File: src/rtl/pipelined_ripple_addsub_if.sv
// Operand/result bus of the pipelined ripple adder/subtractor.
// The operand side and the result side each carry a valid/ready pair.
interface pipelined_ripple_addsub_if #(
    parameter int WIDTH = 16
);
    logic             in_valid;
    logic             in_ready;
    logic [WIDTH-1:0] a;
    logic [WIDTH-1:0] b;
    logic             cin;
    logic             sub;
    logic             out_valid;
    logic             out_ready;
    logic [WIDTH-1:0] sum;
    logic             cout;
    logic             ovf;

    modport master (
        output in_valid, a, b, cin, sub, out_ready,
        input  in_ready, out_valid, sum, cout, ovf
    );

    modport slave (
        input  in_valid, a, b, cin, sub, out_ready,
        output in_ready, out_valid, sum, cout, ovf
    );
endinterface

File: src/rtl/pipelined_ripple_addsub.sv
// Pipelined ripple-carry adder/subtractor: WIDTH bits split into STAGES chunks,
// one chunk rippled per register stage, whole pipe freezes while the result is stalled.
module pipelined_ripple_addsub #(
    parameter int WIDTH  = 16,
    parameter int STAGES = 4
) (
    input  logic                   clk,
    input  logic                   rst,
    pipelined_ripple_addsub_if.slave bus
);
    localparam int C = WIDTH / STAGES;

    logic stall;
    logic accept;

    assign stall        = g_stg[STAGES-1].vld_q && !bus.out_ready;
    assign bus.in_ready = rst || !stall;
    assign accept       = bus.in_valid && !stall;

    for (genvar k = 0; k < STAGES; k++) begin : g_stg
        localparam int LO = k * C;
        localparam int HI = LO + C;

        logic [WIDTH-LO-1:0] a_in;
        logic [WIDTH-LO-1:0] b_in;
        logic                c_in;
        logic                v_in;
        logic [C-1:0]        s_chunk;
        logic [C:0]          cy;
        logic [HI-1:0]       sum_d;
        logic [HI-1:0]       sum_q;
        logic                cry_q;
        logic                vld_q;

        // Subtraction is folded in at the entry: a + ~b + ~cin.
        if (k == 0) begin : g_src
            assign a_in = bus.a;
            assign b_in = bus.b ^ {WIDTH{bus.sub}};
            assign c_in = bus.cin ^ bus.sub;
            assign v_in = accept;
        end else begin : g_src
            assign a_in = g_stg[k-1].g_rem.ra_q;
            assign b_in = g_stg[k-1].g_rem.rb_q;
            assign c_in = g_stg[k-1].cry_q;
            assign v_in = g_stg[k-1].vld_q;
        end

        always_comb begin
            s_chunk = '0;
            cy      = '0;
            cy[0]   = c_in;
            for (int i = 0; i < C; i++) begin
                s_chunk[i] = a_in[i] ^ b_in[i] ^ cy[i];
                cy[i+1]    = (a_in[i] & b_in[i]) | (a_in[i] & cy[i]) | (b_in[i] & cy[i]);
            end
        end

        if (k == 0) begin : g_sum
            assign sum_d = s_chunk;
        end else begin : g_sum
            assign sum_d = {s_chunk, g_stg[k-1].sum_q};
        end

        // Data registers only load with a real op so outputs hold across bubbles.
        always_ff @(posedge clk) begin
            if (rst) begin
                vld_q <= 1'b0;
                sum_q <= '0;
                cry_q <= 1'b0;
            end else if (!stall) begin
                vld_q <= v_in;
                if (v_in) begin
                    sum_q <= sum_d;
                    cry_q <= cy[C];
                end
            end
        end

        if (k < STAGES - 1) begin : g_rem
            logic [WIDTH-HI-1:0] ra_q;
            logic [WIDTH-HI-1:0] rb_q;

            always_ff @(posedge clk) begin
                if (rst) begin
                    ra_q <= '0;
                    rb_q <= '0;
                end else if (!stall && v_in) begin
                    ra_q <= a_in[WIDTH-LO-1:C];
                    rb_q <= b_in[WIDTH-LO-1:C];
                end
            end
        end

        if (k == STAGES - 1) begin : g_last
            logic ovf_q;

            always_ff @(posedge clk) begin
                if (rst) begin
                    ovf_q <= 1'b0;
                end else if (!stall && v_in) begin
                    ovf_q <= cy[C-1] ^ cy[C];
                end
            end
        end
    end

    assign bus.out_valid = g_stg[STAGES-1].vld_q;
    assign bus.sum       = g_stg[STAGES-1].sum_q;
    assign bus.cout      = g_stg[STAGES-1].cry_q;
    assign bus.ovf       = g_stg[STAGES-1].g_last.ovf_q;
endmodule
File: src/flat_wrapper.sv
// flat-port wrapper written by rule: the top's interface ports become plain ports
module pipelined_ripple_addsub_flat 
#(
    parameter int WIDTH  = 16,
    parameter int STAGES = 4
)
  (clk, rst, bus_in_valid, bus_a, bus_b, bus_cin, bus_sub, bus_out_ready, bus_in_ready, bus_out_valid, bus_sum, bus_cout, bus_ovf);
  pipelined_ripple_addsub_if #(.WIDTH(WIDTH)) bus_i ();
  input  logic clk;
  input  logic rst;
  input wire logic [$bits(bus_i.in_valid)-1:0] bus_in_valid;
  input wire logic [$bits(bus_i.a)-1:0] bus_a;
  input wire logic [$bits(bus_i.b)-1:0] bus_b;
  input wire logic [$bits(bus_i.cin)-1:0] bus_cin;
  input wire logic [$bits(bus_i.sub)-1:0] bus_sub;
  input wire logic [$bits(bus_i.out_ready)-1:0] bus_out_ready;
  output wire logic [$bits(bus_i.in_ready)-1:0] bus_in_ready;
  output wire logic [$bits(bus_i.out_valid)-1:0] bus_out_valid;
  output wire logic [$bits(bus_i.sum)-1:0] bus_sum;
  output wire logic [$bits(bus_i.cout)-1:0] bus_cout;
  output wire logic [$bits(bus_i.ovf)-1:0] bus_ovf;
  assign bus_i.in_valid = bus_in_valid;
  assign bus_i.a = bus_a;
  assign bus_i.b = bus_b;
  assign bus_i.cin = bus_cin;
  assign bus_i.sub = bus_sub;
  assign bus_i.out_ready = bus_out_ready;
  assign bus_in_ready = bus_i.in_ready;
  assign bus_out_valid = bus_i.out_valid;
  assign bus_sum = bus_i.sum;
  assign bus_cout = bus_i.cout;
  assign bus_ovf = bus_i.ovf;
  pipelined_ripple_addsub #(.WIDTH(WIDTH), .STAGES(STAGES)) u_core (.clk(clk), .rst(rst), .bus(bus_i));
endmodule
File: config.mk
export PLATFORM = sky130hd
export DESIGN_NAME = pipelined_ripple_addsub_flat
export DESIGN_NICKNAME = d
export VERILOG_FILES = /design/src/rtl/pipelined_ripple_addsub_if.sv /design/src/rtl/pipelined_ripple_addsub.sv /design/src/flat_wrapper.sv
export SDC_FILE = /design/constraint.sdc
export NUM_CORES = 1
export LEC_CHECK = 0
export ABC_AREA = 1
export BUFFER_PORTS_ARGS = -buffer_cell sky130_fd_sc_hd__buf_2
export CELL_PAD_IN_SITES_DETAIL_PLACEMENT = 1
export CELL_PAD_IN_SITES_GLOBAL_PLACEMENT = 2
export CORE_UTILIZATION = 29
export DETAILED_ROUTE_END_ITERATION = 8
export PLACE_DENSITY = 0.82
export SYNTH_ARGS = -nofsm -noshare
export SYNTH_HDL_FRONTEND = slang
export SYNTH_SLANG_ARGS = --single-unit
export TNS_END_PERCENT = 1
File: constraint.sdc
create_clock -name clk -period 2.4 [get_ports clk]
set_input_delay 0.12 -clock clk [delete_from_list [all_inputs] [get_ports clk]]
set_output_delay 0.12 -clock clk [all_outputs]
set_load 0.01 [all_outputs]
==> summary.md, run 1 <==
| Metric | Value |
|---|---|
| Status | complete, no violations |
| Clock root buffer master | clkbuf_16 |
| Max VDD drop | 0.3644 mV |
| Net switching power | 0.8610 mW |
| CP endpoint kind | register |
| Top post-synthesis cells by area | dfxtp_1 47%, nor2_1 16%, o21ai_0 9.3% |
| Setup CP Type | register to register |
| Fin crit period | 2.250 ns |
| Max Slew Vio Count | 0 |
| Clock sink count | 97 |
| Site Rows | 43 |
| Total power | 3.565 mW |
| Initial antenna violation count | 0 |
| Cells after Synth | 544 |
| Cell mode on critical path | inv_1 |
| Final period util | 93.74% |
| Slew headroom | 56.92% |
| Peak per-stage delay on the critical path | 0.43 ns |
| CTS tree | built |
| FF+latch count, synth | 97 |
| DR DRC count | 0 |
| Crit path max-delay cell type | fa_1 |
| Final setup viols | 0 |
| Worst-path clk slew | 0.06 ns |
| Switching Share | 24.15% |
| Cell taking the most area after synthesis | dfxtp_1 |
| Vias in the first global route | 3419 |
| HPWL after DPL | 6455 microns |
| Internal | 2.704 mW |
| Clock Power Share | 39.2% |
| Routed len/inst | 11.24 microns |
| GR peak layer | met2 |
| Power per cell area | 739.6 nW/um^2 |
| Vias per cell | 4.174 |
| Initial core utilization | 29.78% |
| CP cell instances | inv_1, fa_1, inv_1, fa_2, fa_2, inv_2, fa_1, inv_1, nand2_1, a21oi_1, nor2_1 |
| Routability Congestion | 0.7216 |
| Post-Route WL | 8679 microns |
| Hold Violations, Final | 0 |
| Clock Tree Buf Depth | 2 |
| I/O pin count | 58 |
| Delay-heaviest family, CP | adder cells |
| Top post-synthesis cells by count | 175 x nor2_1, 97 x dfxtp_1, 77 x o21ai_0, 66 x nand2_1, 51 x inv_1 |
| Avg Cell Area, Syn | 7.629 sq um |
| Inserted Diodes | 0 |
| Netlist Area Pre-Place | 4150 sq um |
| Core ar. | 13930 sq um |
| P&R area growth vs syn | 16.13% |
| Buffers on Ports | 57 |
| Die width | 121.6 microns |
| Synth warn | 0 |
| Yosys cell types | 24 |
| Async set-reset flop share out of synthesis | 0% |
| First drt pass iteration count | 3 |
| Max_cap viols | 0 |
| Non-filler cells, final | 772 |
| Vert. Die Dim | 121.6 microns |
| Hold Crit Class | input port to register |
| H-tree depth | 3 |
| Sequential-to-total area share from yosys stat | 46.79% |
| GR Layer Usage met1 | 16.00% |
| RSZ-0062 raised after global routing | no |
| Data arrival, critical path | 2.48 ns |
| Clock latency on the worst-skew pair | 0.33 ns |
| Global Route met2 Usage | 22.19% |
| Startpoint Class | register |
| Seq pwr share | 49.6% |
| DR vias | 3222 |
| Post-DP Area | 4522 sq um |
| Logic pwr share | 11.2% |
| Largest net degree at the start of global routing | 55 |
| Antenna Violating Nets Remaining | 0 |
| Filler instances | 1756 |
| Skew final | 0.005198 ns |
| Layout cell share with drive strength beyond 1 | 16.39% |
| Slew @ Worst Pin | 0.6446 ns |
| Fin area | 4820 sq um |
| Total GRT Usage | 12.99% |
| Post-synth top area share | 46.79% |
| Number of enable flip-flop cells after synthesis | 0 |
| Total CTS buffers | 9 |
| Met3 Track Usage GR | 2.013% |
| Number of buffers and inverters on the critical path | 4 |
| Nets | 641 |
| Initial DRC Count | 91 |
| Req. time, crit path | 2.63 ns |
| Syn_nets | 598 |
| Post-route setup TNS | 0 ns |
| Synth Flop Type | dfxtp_1 |
| Placed cells | 756 |
| Leak Pwr | 2.232 nW |
| Die area | 14790 sq um |
| Worst-path fanout max | 2 |
| Setup Fix Bufs, Post-CTS | 0 |
| Cell with the most instances after synthesis | nor2_1 |
| Gr ovfl total | 0 |
| First-pass GRT wire length | 15310 microns |
| Fmax | 444.5 MHz |
==> final cells by class <==
cell class / count / area [sq um] / share of cell area, %
flip-flops and latches: 97 / 1942 / 40.29
multi-input cells: 362 / 1817 / 37.69
repair buffers: 61 / 327.8 / 6.802
clock buffers: 13 / 250.2 / 5.192
well taps: 180 / 225.2 / 4.673
inverters: 56 / 217.7 / 4.517
clock inverters: 3 / 40.04 / 0.8307
==> kinds of logic after synthesis <==
kind of cell               Yosys count  share of synthesized area [%]
AOI/OAI and AO/OA                   84                          10.25
xor gates and xnor gates             7                          1.477
adders and majority gates           16                          7.718
buffers and inverters               85                          9.617
DFF                                 97                          46.79
and+or+nand+nor                    255                          24.15
==> through the flow <==
stage / setup slack (ns) / hold slack, ns / util, %
4_1_cts: 0.04823 / 0.01585 / 34.53
3_5_place_dp: 0.04898 / 0.3679 / 32.45
6_report: 0.1502 / 0.02396 / 34.59
3_3_place_gp: 0.1448 / 0.3484 / 32.45
2_1_floorplan: 0.05288 / 0.1891 / -
5_1_grt: 0.009922 / 0.03332 / 34.59
==> state kept, by name, indices dropped and copies added, names as in the netlist <==
register and count:
u_core.g_stg.g_rem.ra_q 24, u_core.g_stg.vld_q 3, u_core.bus.sum 16, u_core.g_stg.sum_q 24
u_core.bus.out_valid 1, u_core.bus.ovf 1, u_core.g_stg.cry_q 3, u_core.bus.cout 1
u_core.g_stg.g_rem.rb_q 24
==> metal layers <==
| metal | wire [microns] | part of all wire (%) |
|---|---|---|
| met1 | 4304 | 50 |
| met2 | 3922 | 45 |
| met3 | 286 | 3.3 |
| met4 | 165 | 1.9 |
| met5 | 0 | 0 |
==> power by group through the flow <==
stage / Combinational [mW] / Sequential [mW] / Clock (mW)
6_report: 0.399 / 1.77 / 1.40
5_1_grt: 0.479 / 1.78 / 1.52
4_1_cts: 0.412 / 1.77 / 1.46
3_5_place_dp: 0.410 / 1.81 / 0
3_3_place_gp: 0.392 / 1.80 / 0
2_1_floorplan: 0.294 / 1.79 / 0
==> timing repair <==
item | 4_1_cts | 5_1_grt
hold buffers | 0 | 0
setup endpoints to repair | 0 | 2
resized for setup | 0 | 5
==> worst paths after layout <==
path	startpoint	endpoint	slack, ns	cells after the start
worst min register to register	u_core.g_stg[2].sum_q[4]$_SDFFE_PP0P_	u_core.g_stg[2].sum_q[4]$_SDFFE_PP0P_	0.48	2
worst max register to register	u_core.g_stg[2].g_rem.rb_q[0]$_SDFFE_PP0P_	u_core.bus.ovf$_SDFFE_PP0P_	0.15	11
worst min-delay path	rst	u_core.g_stg[1].vld_q$_SDFFE_PP0N_	0.02	2
worst max-delay path	u_core.g_stg[2].g_rem.rb_q[0]$_SDFFE_PP0P_	u_core.bus.ovf$_SDFFE_PP0P_	0.15	11
==> placed cells by master (no fill, tap or decap), drive strengths merged <==
cell type  synthesis  layout
a21oi              5       5
nor2             185     185
inv               55      55
clkbuf             6      13
dfxtp             97      97
bufinv             0       1
fa                16      16
buf               23      61
nand2             70      70
clkinv             1       3
xor2               5       5
o21ai             78      78
xnor2              2       2
o22ai              1       1
Power figures use the tool's default switching activity.
==> run 2: changes to the inputs <==
Settings changed: ABC_AREA 1 to not set, CORE_UTILIZATION 29 to 30, PLACE_DENSITY 0.82 to 0.79.
==> summary.md, run 2 <==
| Metric | Value |
|---|---|
| Status | complete, no violations (unchanged) |
| Cell taking the most area after synthesis | dfxtp_1 (unchanged) |
| Req. time, crit path | 2.68 ns (was 2.63 ns) |
| Post-synth top area share | 44.91% (was 46.79%) |
| Async set-reset flop share out of synthesis | 0% (unchanged) |
| Die width | 122.1 microns (was 121.6 microns) |
| Non-filler cells, final | 682 (was 772) |
| DR DRC count | 0 (unchanged) |
| Routability Congestion | 0.7517 (was 0.7216) |
| Layout cell share with drive strength beyond 1 | 17.73% (was 16.39%) |
| Top post-synthesis cells by count | 97 x dfxtp_1, 66 x a21oi_1, 48 x o21ai_0, 41 x nand3_1, 37 x nand2b_1 (was 175 x nor2_1, 97 x dfxtp_1, 77 x o21ai_0, 66 x nand2_1, 51 x inv_1) |
| Initial antenna violation count | 0 (unchanged) |
| Vias per cell | 4.875 (was 4.174) |
| Post-DP Area | 4681 sq um (was 4522 sq um) |
| CTS tree | built (unchanged) |
| Nets | 551 (was 641) |
| Fin area | 5020 sq um (was 4820 sq um) |
| Hold Crit Class | input port to register (unchanged) |
| Yosys cell types | 26 (was 24) |
| First drt pass iteration count | 4 (was 3) |
| HPWL after DPL | 6903 microns (was 6455 microns) |
| Final core occ | 35.89% (was 34.59%) |
| Inserted Diodes | 0 (unchanged) |
| First-pass GRT wire length | 17160 microns (was 15310 microns) |
| Max VDD drop | 0.3493 mV (was 0.3644 mV) |
| Clock latency on the worst-skew pair | 0.34 ns (was 0.33 ns) |
| Largest net degree at the start of global routing | 66 (was 55) |
| Synth warn | 0 (unchanged) |
| Syn_nets | 519 (was 598) |
| Slew @ Worst Pin | 0.7799 ns (was 0.6446 ns) |
| Hold Violations, Final | 0 (unchanged) |
| Worst Reg-to-Reg Cells | 10 (was 11) |
| Buffers on Ports | 57 (unchanged) |
| Placed cells | 666 (was 756) |
| Netlist Area Pre-Place | 4324 sq um (was 4150 sq um) |
| Number of enable flip-flop cells after synthesis | 0 (unchanged) |
| Clock sink count | 97 (unchanged) |
| Reg2reg setup slack | 0.16 ns (was 0.15 ns) |
| Max_cap viols | 0 (unchanged) |
| Top library cells by usage in the layout, fill and taps aside | 97 x dfxtp_1, 66 x a21oi_1, 57 x buf_2 (was 175 x nor2_1, 97 x dfxtp_1, 76 x o21ai_0) |
| Critical path destination | u_core.bus.ovf$_SDFFE_PP0P_ (unchanged) |
| Post-route setup TNS | 0 ns (unchanged) |
| Avg Cell Area, Syn | 9.299 sq um (was 7.629 sq um) |
| Worst-path fanout max | 2 (unchanged) |
| Leading registers by flop count | u_core.g_stg.g_rem.ra_q: 24 flops, u_core.g_stg.g_rem.rb_q: 24 flops, u_core.g_stg.sum_q: 24 flops (unchanged) |
| Max Slew Vio Count | 0 (unchanged) |
| Data arrival, critical path | 2.52 ns (was 2.48 ns) |
| Vert. Die Dim | 122.1 microns (was 121.6 microns) |
| Cell with the most instances after synthesis | dfxtp_1 (was nor2_1) |
| Synth Flop Type | dfxtp_1 (unchanged) |
| RR Endpoint | u_core.bus.ovf$_SDFFE_PP0P_ (unchanged) |
| Gr ovfl total | 0 (unchanged) |
| Total GRT Usage | 14.73% (was 12.99%) |
| Post-Route WL | 10160 microns (was 8679 microns) |
| Power per cell area | 715.4 nW/um^2 (was 739.6 nW/um^2) |
| FF+latch count, synth | 97 (unchanged) |
| Skew final | 0.005941 ns (was 0.005198 ns) |
| Final period util | 93.49% (was 93.74%) |
| Worst setup path startpoint | u_core.g_stg[2].g_rem.rb_q[0]$_SDFFE_PP0P_ (unchanged) |
| Worst-path clk slew | 0.07 ns (was 0.06 ns) |
| Die area | 14900 sq um (was 14790 sq um) |
| Antenna Violating Nets Remaining | 0 (unchanged) |
| Setup CP Type | register to register (unchanged) |
| Cells after Synth | 465 (was 544) |
| RSZ-0062 raised after global routing | no (unchanged) |
| H-tree depth | 3 (unchanged) |
| Core ar. | 13990 sq um (was 13930 sq um) |
| Routed len/inst | 14.89 microns (was 11.24 microns) |
| Sequential-to-total area share from yosys stat | 44.91% (was 46.79%) |
| Clock Tree Buf Depth | 2 (unchanged) |
| Startpoint Class | register (unchanged) |
| I/O pin count | 58 (unchanged) |
| Total CTS buffers | 9 (unchanged) |
| DR vias | 3325 (was 3222) |
| Initial DRC Count | 220 (was 91) |
| Site Rows | 43 (unchanged) |
| Clock root buffer master | clkbuf_16 (unchanged) |
| Final setup viols | 0 (unchanged) |
| Initial core utilization | 30.91% (was 29.78%) |
| Slew headroom | 47.81% (was 56.92%) |
| Vias in the first global route | 3384 (was 3419) |
| Top post-synthesis cells by area | dfxtp_1 45%, a21oi_1 7.6%, fa_1 7.4% (was dfxtp_1 47%, nor2_1 16%, o21ai_0 9.3%) |
| Leak Pwr | 1.863 nW (was 2.232 nW) |
| Commonest non-fill, non-tap cell in the layout | dfxtp_1 (was nor2_1) |
| P&R area growth vs syn | 16.09% (was 16.13%) |
| Fin crit period | 2.244 ns (was 2.250 ns) |
| RR Startpoint | u_core.g_stg[2].g_rem.rb_q[0]$_SDFFE_PP0P_ (unchanged) |
| CP endpoint kind | register (unchanged) |
| Fmax | 445.7 MHz (was 444.5 MHz) |
run 2: cell types whose count changed after synthesis, moves of 9 or more:
cell / before / now
inv_1: 51 / 28
o21ai_0: 77 / 48
nand3_1: 0 / 41
a21oi_1: 4 / 66
nand2b_1: 0 / 37
a211oi_1: 0 / 22
nor2_1: 175 / 2
nand4b_1: 0 / 12
nand2_1: 66 / 5
nor2_2: 10 / 1
xnor2_1: 2 / 13
mux2i_1: 0 / 17
clkbuf_1: 3 / 17
run 2: cell families (layout without fill, tap and decap cells):
group / Yosys count / in the layout / synth area share (%)
buf+inv: 72 / 109 / 8.015
flops: 97 / 97 / 44.91
compound gates: 142 / 142 / 17.88
simple gates: 103 / 103 / 14.21
xor+xnor: 18 / 18 / 3.646
fa+ha+maj: 16 / 16 / 7.407
mux: 17 / 17 / 3.935
run 2: worst min-delay path by stage:
stage / startpoint / end / cells after the start
final: bus_a[8] / u_core.g_stg[0].g_rem.ra_q[4]$_SDFFE_PP0P_ / 3
after global routing: bus_a[6] / u_core.g_stg[0].g_rem.ra_q[2]$_SDFFE_PP0P_ / 3
after CTS: bus_a[8] / u_core.g_stg[0].g_rem.ra_q[4]$_SDFFE_PP0P_ / 3
after detailed placement: bus_a[8] / u_core.g_stg[0].g_rem.ra_q[4]$_SDFFE_PP0P_ / 3
after global placement: bus_a[9] / u_core.g_stg[0].g_rem.ra_q[5]$_SDFFE_PP0P_ / 3
after floorplan: bus_a[4] / u_core.g_stg[0].g_rem.ra_q[0]$_SDFFE_PP0P_ / 2
run 2: stage by stage:
step / total power, mW / hold slack, ns / setup slack [ns]
after floorplan: 1.957 / 0.2677 / 0.08668
after global placement: 2.045 / 0.3741 / 0.1502
after detailed placement: 2.059 / 0.3806 / 0.01143
after CTS: 3.639 / 0.01516 / 0.03671
after global routing: 3.748 / 0.03482 / 0.009450
final: 3.591 / 0.02538 / 0.1563
run 2: timing repair:
action                     4_1_cts  5_1_grt
buffers inserted                 0        0
gates resized for setup          0        3
setup endpoints to repair        0        2
hold buffers                     0        0
run 2: per-layer routing:
metal	part of all wire (%)	vias to the layer above	track usage [%]
li1	-	1658	-
met1	51	1595	19.62
met2	44	63	23.69
met3	4.1	9	3.464
met4	1.1	0	4.116
met5	0	-	0
run 2: cell type report:
| cell class | count | area [sq um] |
|---|---|---|
| inverters | 28 | 105.1 |
| fillers | 1639 | 8969 |
| clock inverters | 4 | 75.07 |
| flip-flops and latches | 97 | 1942 |
| clock buffers | 12 | 256.5 |
| well taps | 180 | 225.2 |
| multi-input cells | 296 | 2046 |
| repair buffers | 65 | 370.4 |
run 2: worst max-delay path, stage by stage, from the launching register on:
cell	delay [ns]
dfxtp_1	0.33
inv_1	0.06
fa_1	0.42
inv_1	0.09
fa_2	0.22
fa_2	0.23
inv_1	0.07
fa_2	0.39
xnor2_1	0.14
nand3_1	0.09
a21oi_1	0.14
run 2: where the power goes:
| group | switching [mW] | internal [mW] | leakage [nW] |
|---|---|---|---|
| Combinational | 0.176 | 0.132 | 0.918 |
| Sequential | 0.0344 | 1.67 | 0.791 |
| Clock | 0.605 | 0.970 | 0.155 |
| Total | 0.815 | 2.78 | 1.86 |
==> run 3: changes to the inputs <==
Settings changed: CTS_BUF_LIST set to sky130_fd_sc_hd__clkbuf_4.
==> summary.md, run 3 (synthesis results as in run 2) <==
| Metric | Value |
|---|---|
| Routability Congestion | 0.7517 (unchanged) |
| CTS tree | built (unchanged) |
| Slack of the critical path | 0.1428 ns (was 0.1563 ns) |
| Routed len/inst | 14.46 microns (was 14.89 microns) |
| Met1 Wirelength | 5141 microns (was 5129 microns) |
| Clock sink count | 97 (unchanged) |
| Max Slew Vio Count | 0 (unchanged) |
| Leading registers by flop count | u_core.g_stg.g_rem.ra_q: 24 flops, u_core.g_stg.g_rem.rb_q: 24 flops, u_core.g_stg.sum_q: 24 flops (unchanged) |
| Vert. Die Dim | 122.1 microns (unchanged) |
| Final setup viols | 0 (unchanged) |
| DR DRC count | 0 (unchanged) |
| Power per cell area | 594.0 nW/um^2 (was 715.4 nW/um^2) |
| Leak Pwr | 1.880 nW (was 1.863 nW) |
| Fmax | 443.0 MHz (was 445.7 MHz) |
| Post-route setup TNS | 0 ns (unchanged) |
| Layout cell share with drive strength beyond 1 | 17.37% (was 17.73%) |
| Site Rows | 43 (unchanged) |
| H-tree depth | 3 (unchanged) |
| Max VDD drop | 0.2676 mV (was 0.3493 mV) |
| Initial antenna violation count | 0 (unchanged) |
| Slew @ Worst Pin | 0.8002 ns (was 0.7799 ns) |
| I/O pin count | 58 (unchanged) |
| Initial core utilization | 30.91% (unchanged) |
| Highest metal layer with signal wires | met4 (unchanged) |
| WL met3 | 416 microns (was 412 microns) |
| Hold Crit Class | input port to register (unchanged) |
| Clock Tree Buf Depth | 2 (unchanged) |
| Skew final | 0.01823 ns (was 0.005941 ns) |
| Startpoint Class | register (unchanged) |
| Vias per cell | 4.795 (was 4.875) |
| Commonest non-fill, non-tap cell in the layout | dfxtp_1 (unchanged) |
| Setup Fix Bufs, Post-CTS | 0 (unchanged) |
| First-pass GRT wire length | 17290 microns (was 17160 microns) |
| Total GRT Usage | 14.77% (was 14.73%) |
| Final period util | 94.05% (was 93.49%) |
| Initial DRC Count | 205 (was 220) |
| Antenna Violating Nets Remaining | 0 (unchanged) |
| Data arrival, critical path | 2.64 ns (was 2.52 ns) |
| Worst-path fanout max | 2 (unchanged) |
| Die area | 14900 sq um (unchanged) |
| Fin crit period | 2.257 ns (was 2.244 ns) |
| Buffers on Ports | 57 (unchanged) |
| Post-Place Setup Slack | 0.01143 ns (unchanged) |
| Slew headroom | 46.65% (was 47.81%) |
| Core ar. | 13990 sq um (unchanged) |
| Largest net degree at the start of global routing | 66 (unchanged) |
| Clock latency on the worst-skew pair | 0.45 ns (was 0.34 ns) |
| Setup CP Type | register to register (unchanged) |
| Nets | 573 (was 551) |
| P&R area growth vs syn | 17.42% (was 16.09%) |
| Status | complete, no violations (unchanged) |
| Clock root buffer master | clkbuf_4 (was clkbuf_16) |
| CP endpoint kind | register (unchanged) |
| DR vias | 3376 (was 3325) |
| Hold Violations, Final | 0 (unchanged) |
| Post-DP Area | 4681 sq um (unchanged) |
| Worst-path clk slew | 0.15 ns (was 0.07 ns) |
| RSZ-0062 raised after global routing | no (unchanged) |
| Metal2 WL | 4506 microns (was 4505 microns) |
| Max_cap viols | 0 (unchanged) |
| First drt pass iteration count | 4 (unchanged) |
| Top library cells by usage in the layout, fill and taps aside | 96 x dfxtp_1, 66 x a21oi_1, 57 x buf_2 (was 97 x dfxtp_1, 66 x a21oi_1, 57 x buf_2) |
| HPWL after DPL | 6903 microns (unchanged) |
| Die width | 122.1 microns (unchanged) |
| Req. time, crit path | 2.78 ns (was 2.68 ns) |
| Filler instances | 1651 (was 1639) |
| Vias in the first global route | 3488 (was 3384) |
| Fin area | 5077 sq um (was 5020 sq um) |
| Post-Route WL | 10180 microns (was 10160 microns) |
| Total CTS buffers | 9 (unchanged) |
| Inserted Diodes | 0 (unchanged) |
| Gr ovfl total | 0 (unchanged) |
[run 3: cell count changes in the layout (fill, tap and decap cells not counted), sizes merged]
cell | before | now
clkbuf | 12 | 10
clkinv | 0 | 2
dlygate4sd3 | 0 | 22
[run 3: area by class of cell]
type,instances,area (sq um),share of cell area (%)
Multi-Input combinational cell,296,2056,40.49
Tap cell,180,225.2,4.436
Clock buffer,10,75.07,1.479
Clock inverter,6,82.58,1.626
Sequential cell,97,1943,38.27
Timing Repair Buffer,87,590.6,11.63
Inverter,28,105.1,2.070
[run 3: path summary, 6_finish.rpt]
check / cells after the start / slack (ns) / end / from
hold reg to reg: 2 / 0.48 / u_core.g_stg[2].g_rem.ra_q[1]$_SDFFE_PP0P_ / u_core.g_stg[1].g_rem.ra_q[5]$_SDFFE_PP0P_
setup reg to reg: 10 / 0.14 / u_core.bus.ovf$_SDFFE_PP0P_ / u_core.g_stg[2].g_rem.rb_q[0]$_SDFFE_PP0P_
hold / removal: 4 / 0.09 / u_core.g_stg[0].g_rem.rb_q[3]$_SDFFE_PP0P_ / bus_b[7]
setup / recovery: 10 / 0.14 / u_core.bus.ovf$_SDFFE_PP0P_ / u_core.g_stg[2].g_rem.rb_q[0]$_SDFFE_PP0P_
[run 3: power by group]
part / switching, mW / total (mW) / internal, mW
logic: 0.181 / 0.338 / 0.157
registers: 0.0349 / 1.71 / 1.67
clock network: 0.541 / 0.969 / 0.428
total: 0.757 / 3.02 / 2.26
[run 3: through the flow]
step	hold slack (ns)	power [mW]	instances	util [%]
after floorplan	0.2677	1.957	465	-
after global placement	0.3741	2.045	666	33.46
after detailed placement	0.3806	2.059	666	33.46
after CTS	0.05137	3.057	704	36.16
after global routing	0.07697	3.172	704	36.30
final	0.08909	3.016	704	36.30
[run 3: repair_timing]
item | in CTS | in global routing
endpoints found under the hold margin | 22 | 0
resized for setup | 0 | 6
hold buffers | 22 | 0
endpoints found under the setup margin | 0 | 3
[run 3: worst max-delay path, cell delays in order (launching register included)]
cell     delay [ns]
dfxtp_2        0.36
inv_1          0.05
fa_1           0.42
inv_1          0.09
fa_2           0.22
fa_2           0.23
inv_1          0.07
fa_2           0.39
xnor2_1        0.14
nand3_1        0.09
a21oi_1        0.14
[run 3: layer usage]
layer | vias up | track usage (%)
li1 | 1706 | -
met1 | 1598 | 19.55
met2 | 63 | 23.91
met3 | 9 | 3.464
met4 | 0 | 4.116
met5 | - | 0
